--- config.mk ---
export PLATFORM = sky130hd
export DESIGN_NAME = ce_gen
export DESIGN_NICKNAME = d
export VERILOG_FILES = /design/src/rtl/ce_gen.sv
export SDC_FILE = /design/constraint.sdc
export NUM_CORES = 1
export LEC_CHECK = 0
export ABC_AREA = 1
export ABC_CLOCK_PERIOD_IN_PS = 4500
export CAP_MARGIN = 10
export CORE_MARGIN = 10
export CORE_UTILIZATION = 59
export DETAILED_ROUTE_END_ITERATION = 8
export PLACE_DENSITY = 0.83
export SLEW_MARGIN = 0
export SYNTH_ARGS = -nofsm -noshare
export SYNTH_HDL_FRONTEND = slang
export SYNTH_SLANG_ARGS = --single-unit
--- constraint.sdc ---
create_clock -name clock -period 4.5 [get_ports clock]
set_input_delay 1.125 -clock clock [delete_from_list [all_inputs] [get_ports clock]]
set_output_delay 1.125 -clock clock [all_outputs]
set_load 0.01 [all_outputs]
--- src/rtl/ce_gen.sv ---
// Lock-qualified fractional clock-enable generator: CHANNELS independent num/den
// strobes from one master clock, all phase-aligned when ready rises.
module ce_gen #(
    parameter int CHANNELS    = 4,
    parameter int ACC_W       = 16,
    parameter int LOCK_CYCLES = 1024
) (
    input  logic                      clock,
    input  logic                      reset,
    input  logic                      locked,
    input  logic [CHANNELS*ACC_W-1:0] num,
    input  logic [CHANNELS*ACC_W-1:0] den,
    input  logic [CHANNELS-1:0]       enable,
    output logic                      ready,
    output logic [CHANNELS-1:0]       ce
);

    localparam int CNT_W = $clog2(LOCK_CYCLES + 1);
    localparam logic [CNT_W-1:0] CNT_MAX = CNT_W'(LOCK_CYCLES);

    logic                            sync1_q, sync2_q;
    logic [CNT_W-1:0]                cnt_q, cnt_d;
    logic                            ready_q, ready_d;
    logic [CHANNELS-1:0][ACC_W-1:0]  acc_q, acc_d;
    logic [CHANNELS-1:0]             ce_q, ce_d;
    logic                            run;

    // One accumulation step in ACC_W+1 bits; returns {strobe, next accumulator}.
    // A remainder still >= den (num > den, or den lowered) is clamped to 0.
    function automatic logic [ACC_W:0] acc_step(input logic [ACC_W-1:0] acc,
                                                input logic [ACC_W-1:0] n,
                                                input logic [ACC_W-1:0] d);
        logic [ACC_W:0] nxt;
        logic [ACC_W:0] rem;
        nxt = {1'b0, acc} + {1'b0, n};
        rem = nxt - {1'b0, d};
        if (nxt < {1'b0, d})
            return {1'b0, nxt[ACC_W-1:0]};
        if (rem >= {1'b0, d})
            return {1'b1, {ACC_W{1'b0}}};
        return {1'b1, rem[ACC_W-1:0]};
    endfunction

    always_ff @(posedge clock or negedge reset) begin
        if (!reset) begin
            sync1_q <= 1'b0;
            sync2_q <= 1'b0;
        end else begin
            sync1_q <= locked;
            sync2_q <= sync1_q;
        end
    end

    // Counter saturates at LOCK_CYCLES; ready follows it on the same edge.
    always_comb begin
        cnt_d   = cnt_q;
        ready_d = 1'b0;
        if (!sync2_q) begin
            cnt_d = '0;
        end else begin
            if (cnt_q < CNT_MAX)
                cnt_d = cnt_q + CNT_W'(1);
            ready_d = (cnt_d == CNT_MAX);
        end
    end

    always_ff @(posedge clock or negedge reset) begin
        if (!reset) begin
            cnt_q   <= '0;
            ready_q <= 1'b0;
        end else begin
            cnt_q   <= cnt_d;
            ready_q <= ready_d;
        end
    end

    // A lock drop seen this edge clears every channel even though ready_q is still 1.
    assign run = ready_q & sync2_q;

    always_comb begin
        acc_d = '0;
        ce_d  = '0;
        for (int i = 0; i < CHANNELS; i++) begin
            if (run && enable[i] && (|den[i*ACC_W +: ACC_W]))
                {ce_d[i], acc_d[i]} = acc_step(acc_q[i],
                                               num[i*ACC_W +: ACC_W],
                                               den[i*ACC_W +: ACC_W]);
        end
    end

    always_ff @(posedge clock or negedge reset) begin
        if (!reset) begin
            acc_q <= '0;
            ce_q  <= '0;
        end else begin
            acc_q <= acc_d;
            ce_q  <= ce_d;
        end
    end

    assign ready = ready_q;
    assign ce    = ce_q;

endmodule

==> results of run 1 <==
[cell families after synthesis]
| kind of cell | count (synthesis) | synth area share, % |
|---|---|---|
| flip-flops | 82 | 16.8 |
| XOR/XNOR | 104 | 7.75 |
| multiplexers | 1 | 0.0818 |
| AO/OA/AOI/OAI | 248 | 11.3 |
| adder cells (fa/ha/maj) | 201 | 21.0 |
| buffers and inverters | 314 | 10.5 |
| AND/OR/NAND/NOR | 880 | 32.7 |
[repair_timing]
| action | 4_1_cts |
|---|---|
| endpoints found under the setup margin | 65 |
| setup buffers | 88 |
| gates cloned | 5 |
| gates resized for setup | 382 |
| pin swaps | 204 |
[Yosys cell counts (7+ instances only)]
library cell and count:
inv_1 290, nand4_1 89, buf_6 12, nand2_4 8, a31oi_1 8, a21oi_1 146, xnor2_1 30, nand2_2 17
nand2_1 461, nor2_2 25, o21bai_1 24, nor4_1 7, nand3_2 8, nor3_1 17, fa_1 8, nand3_1 69
o21ai_0 41, a21o_1 9, dfrtp_1 82, xor2_1 72, ha_1 193, nor2_1 146, nand3b_1 12
[metrics by stage]
| step | utilization [%] | TNS [ps] | area, um^2 |
|---|---|---|---|
| after detailed placement | 81.4 | -71090 | 16500 |
| after floorplan | - | -214 | 12400 |
| after CTS | 95.1 | -1230 | 19300 |
| after global placement | 81.4 | -60660 | 16500 |
==> flow_summary_export.csv, run 1 <==
group,metric,value,unit
status,status,"aborted with a tool error",
status,failing_step,"global routing (5_1_grt)",
status,stop_error,"[ERROR DPL-0038] Utilization greater than 100%, impossible to legalize",
clock_network,root_buffer,"clkbuf_16",
placement,place_inst,2548,
placement,io_buffers,139,
clock_network,numCtsBuffers,9,
floorplanning,ios,140,
placement,pre_cts_ws,-1290,ps
synthesis,yosysTopAreaCell,"ha_1",
clock_network,clock-sinks,82,
placement,place_hpwl,31400,um
clock_network,h-tree-depth,3,
synthesis,synth_edf_count,0,
floorplanning,dieWidth,164,um
clock_network,clock_tree.buffer_depth,2,
synthesis,synth_cell_type_count,49,
synthesis,synth_area,0.0122,mm^2
floorplanning,start_util,60.3,%
floorplanning,std_cell_rows,52,
synthesis,ys_seq_elements,82,
sta,worst-ep-kind,"register input",
synthesis,synth_top_area_share,19.7,%
synthesis,ys_seq_area_share,16.8,%
synthesis,synth_fp_nets,2166,
placement,place_congestion,1.04,
synthesis,yosysWarnings,0,
synthesis,syn_inst,1830,
sta,worst_endpoint,"acc_q[39]$_DFF_PN0_/D",
synthesis,avgSynthCellArea,6.69,um^2
synthesis,synth-async-reset-ratio,100,%
floorplanning,die_h,164,um
global_routing,grt_start_max_net_pins,83,
clock_network,hold_buffers,0,
synthesis,synth_ff_type,"dfrtp_1",
synthesis,synth.area.top_cells,"ha_1, dfrtp_1, nand2_1",
==> run 2: changes to the inputs <==
--- a/config.mk
+++ b/config.mk
@@ -9,9 +9,9 @@
 export ABC_CLOCK_PERIOD_IN_PS = 4500
 export CAP_MARGIN = 10
 export CORE_MARGIN = 10
-export CORE_UTILIZATION = 59
+export CORE_UTILIZATION = 40
 export DETAILED_ROUTE_END_ITERATION = 8
-export PLACE_DENSITY = 0.83
+export PLACE_DENSITY_LB_ADDON = 0.15
 export SLEW_MARGIN = 0
 export SYNTH_ARGS = -nofsm -noshare
 export SYNTH_HDL_FRONTEND = slang
==> run 2 against run 1 <==
The flow now finishes, with violations (setup timing). Area after synthesis is the same. Synthesized cell count is the same.
==> flow_summary_export.csv, run 2 <==
group,metric,value,unit
sta,slew_viol_final,0,
global_routing,grt_start_max_net_pins,55,
floorplanning,start_util,40.9,%
global_routing,grt_overflow_total,0,
cells_and_area,layout_common_cells,"buf_4, nand2_1, inv_1",
detailed_routing,drt_wl_total,44300,um
detailed_routing,wl_met2,22200,um
detailed_routing,post_drt_wl_per_cell,15.8,um
clock_network,h-tree-depth,3,
detailed_routing,vias_per_cell,5.05,
clock_network,numCtsBuffers,9,
setup_path,arrival,5170,ps
synthesis,synth_fp_nets,2166,
synthesis,ys_seq_area_share,16.8,%
sta,finalSetupViolations,49,
cells_and_area,layout-area-overhead-vs-synth,68.8,%
sta,fmax,202,MHz
setup_path,end_kind,"register",
status,status,"finished with violations",
synthesis,synth_area,0.0122,mm^2
global_routing,grt_pass1_wl,66300,um
sta,clock_skew,11.9,ps
synthesis,synth_top_area_share,19.7,%
synthesis,synth.area.top_cells,"ha_1, dfrtp_1, nand2_1",
sta,finalCritPeriodShare,110,%
placement,place_hpwl,32300,um
status,violations,"setup timing",
sta,setup_ws,-443,ps
synthesis,synthTopCellsByCount,"nand2_1, inv_1, ha_1, a21oi_1, nor2_1",
clock_network,hold_buffers,0,
placement,postPlaceCellArea,0.0170,mm^2
global_routing,grt_usage,20.6,%
sta,rsz0062_at_grt,"yes",
sta,fin_crit,4940,ps
synthesis,synth_compound_area_share,11.3,%
cells_and_area,final_cell_count_no_fill,2813,
detailed_routing,drt-pass1-iter-count,5,
floorplanning,dieWidth,195,um
placement,place_inst,2706,
floorplanning,core-area,0.0300,mm^2
floorplanning,std_cell_rows,63,
setup_path,reg2reg_from,"acc_q[0]$_DFF_PN0_",
synthesis,synth_cell_type_count,49,
detailed_routing,wl_met1,19200,um
cells_and_area,design_area,0.0207,mm^2
global_routing,antenna_found_initial,0,
detailed_routing,drc_errors,0,
floorplanning,die_h,195,um
power_and_ir_drop,peakVddDrop,0.000239,V
setup_path,cp.required,4730,ps
detailed_routing,routed.top_layer,"met4",
setup_path,critical_path_peak_fanout,16,
placement,place_congestion,0.968,
cells_and_area,largest_register_ffs,64,
clock_network,clk_pin_slew,60,ps
worst_hold_path,hold_path_class,"reg -> reg",
floorplanning,ios,140,
synthesis,synth_edf_count,0,
clock_network,root_buffer,"clkbuf_16",
synthesis,yosysWarnings,0,
cells_and_area,regMostFlops,"acc_q",
power_and_ir_drop,finalPower,3.87,mW
detailed_routing,vias,14200,
setup_path,critPathLaunch,"num[50]",
sta,worst_pin_slew,742,ps
setup_path,start_kind,"input port",
setup_path,crit_type,"in -> reg",
power_and_ir_drop,pwr_density_cell,187,mW/mm^2
worst_hold_path,hp-start,"sync1_q$_DFF_PN0_",
synthesis,synth-async-reset-ratio,100,%
synthesis,yosysTopAreaCell,"ha_1",
synthesis,syn_inst,1830,
cells_and_area,fill_cells,2404,
power_and_ir_drop,leakagePower,10.8,nW
synthesis,synth_most_common_cell,"nand2_1",
clock_network,cts_tree,"built",
synthesis,avgSynthCellArea,6.69,um^2
clock_network,clock-sinks,82,
placement,io_buffers,139,
sta,whs,351,ps
synthesis,synthAdderAreaFrac,21.0,%
synthesis,synth_top_family_by_area,"simple AND/OR/NAND/NOR gates",
detailed_routing,antenna_left,0,
floorplanning,die-area,0.0380,mm^2
synthesis,synth-simple-area-share,32.7,%
cells_and_area,layout-drive-gt1-share,38.6,%
clock_network,clock_tree.buffer_depth,2,
synthesis,synthXorXnorAreaFrac,7.75,%
clock_network,insertion_delay,360,ps
detailed_routing,dr_wl_met3,1470,um
synthesis,ys_seq_elements,82,
cells_and_area,diodes,0,
sta,slew-limit-headroom,50.6,%
sta,hold_violations,0,
synthesis,synthMuxAreaShare,0.0818,%
detailed_routing,drt-initial-drc-count,675,
cells_and_area,final_common_cell,"buf_4",
run,drv_cap,0,
synthesis,synth_ff_type,"dfrtp_1",
placement,pre_cts_ws,-1290,ps
cells_and_area,nNetsFinal,2756,
global_routing,grt_pass1_vias,13900,
## run 2: cell counts after synthesis
Identical to the previous run, type by type.
## run 2: worst max-delay path, stage by stage
cell	delay [ps]
clkdlybuf4s50_1	430
ha_1	320
a21oi_1	150
nand2_1	130
a21oi_4	200
o21ai_2	120
nand2_1	100
nand3b_1	80
nand2_1	100
inv_1	50
ha_1	350
a21oi_2	210
o21ai_1	120
nand3b_1	220
xor2_2	190
ha_1	300
nand2_1	80
nor2_2	120
nand4_1	120
nor3_2	230
a21oi_4	100
buf_12	160
nand4_1	110
o21bai_1	70
## run 2: cell families (layout without fill, tap and decap cells)
kind of cell | count (synthesis) | in the layout
AO/OA/AOI/OAI | 248 | 248
XOR/XNOR | 104 | 104
adder cells (fa/ha/maj) | 201 | 201
buffers and inverters | 314 | 906
flip-flops | 82 | 82
multiplexers | 1 | 1
AND/OR/NAND/NOR | 880 | 881
## run 2: final cells by class
class | count | area, um^2 | area share (%)
tap | 390 | 488 | 2.36
sequential | 82 | 2050 | 9.93
timing repair buffer | 597 | 5070 | 24.5
clock buffer | 11 | 243 | 1.17
timing repair inverter | 1 | 8.76 | 0.0424
multi-input combinational | 1435 | 11600 | 56.3
clock inverter | 3 | 65.1 | 0.315
inverter | 294 | 1110 | 5.36
## run 2: stage by stage
stage	setup TNS, ps	utilization (%)
2_1_floorplan	-214	-
3_3_place_gp	-68300	56.7
3_5_place_dp	-71040	56.7
4_1_cts	-12450	63.3
5_1_grt	-20680	69.0
6_report	-9110	69.0
## run 2: what timing repair did
item | CTS | global route
buffers inserted | 54 | 34
pin swaps | 117 | 210
setup endpoints to repair | 65 | 67
gates cloned | 2 | 4
resized for setup | 234 | 283
## run 2: worst paths after layout
check,slack [ps],cells past startpoint,end
worst max-delay path,-440,24,acc_q[60]$_DFF_PN0_
worst min-delay path,350,0,sync2_q$_DFF_PN0_
worst max register to register,320,25,acc_q[12]$_DFF_PN0_
worst min register to register,350,0,sync2_q$_DFF_PN0_
max in group asynchronous,2790,2,acc_q[61]$_DFF_PN0_
min in group asynchronous,820,1,acc_q[1]$_DFF_PN0_
## run 2: power by group
group | total (mW) | internal [mW] | switching (mW)
clock network | 0.805 | 0.495 | 0.310
logic | 2.32 | 1.15 | 1.16
registers | 0.743 | 0.740 | 0.00280
## run 2: metal layers
metal | global-route usage [%] | vias to the layer above
li1 | - | 7163
met1 | 25.4 | 6646
met2 | 36.2 | 327
met3 | 2.34 | 79
met5 | 0 | -
met4 | 7.24 | 0
Note: power is estimated with default switching activity, not from simulation.
==> run 3: changes to the inputs <==
--- a/config.mk
+++ b/config.mk
@@ -6,7 +6,6 @@
 export NUM_CORES = 1
 export LEC_CHECK = 0
 export ABC_AREA = 1
-export ABC_CLOCK_PERIOD_IN_PS = 4500
 export CAP_MARGIN = 10
 export CORE_MARGIN = 10
 export CORE_UTILIZATION = 40
==> results of run 3 <==
Same layout as run 2: the final DEF is identical, and so are final timing and power.
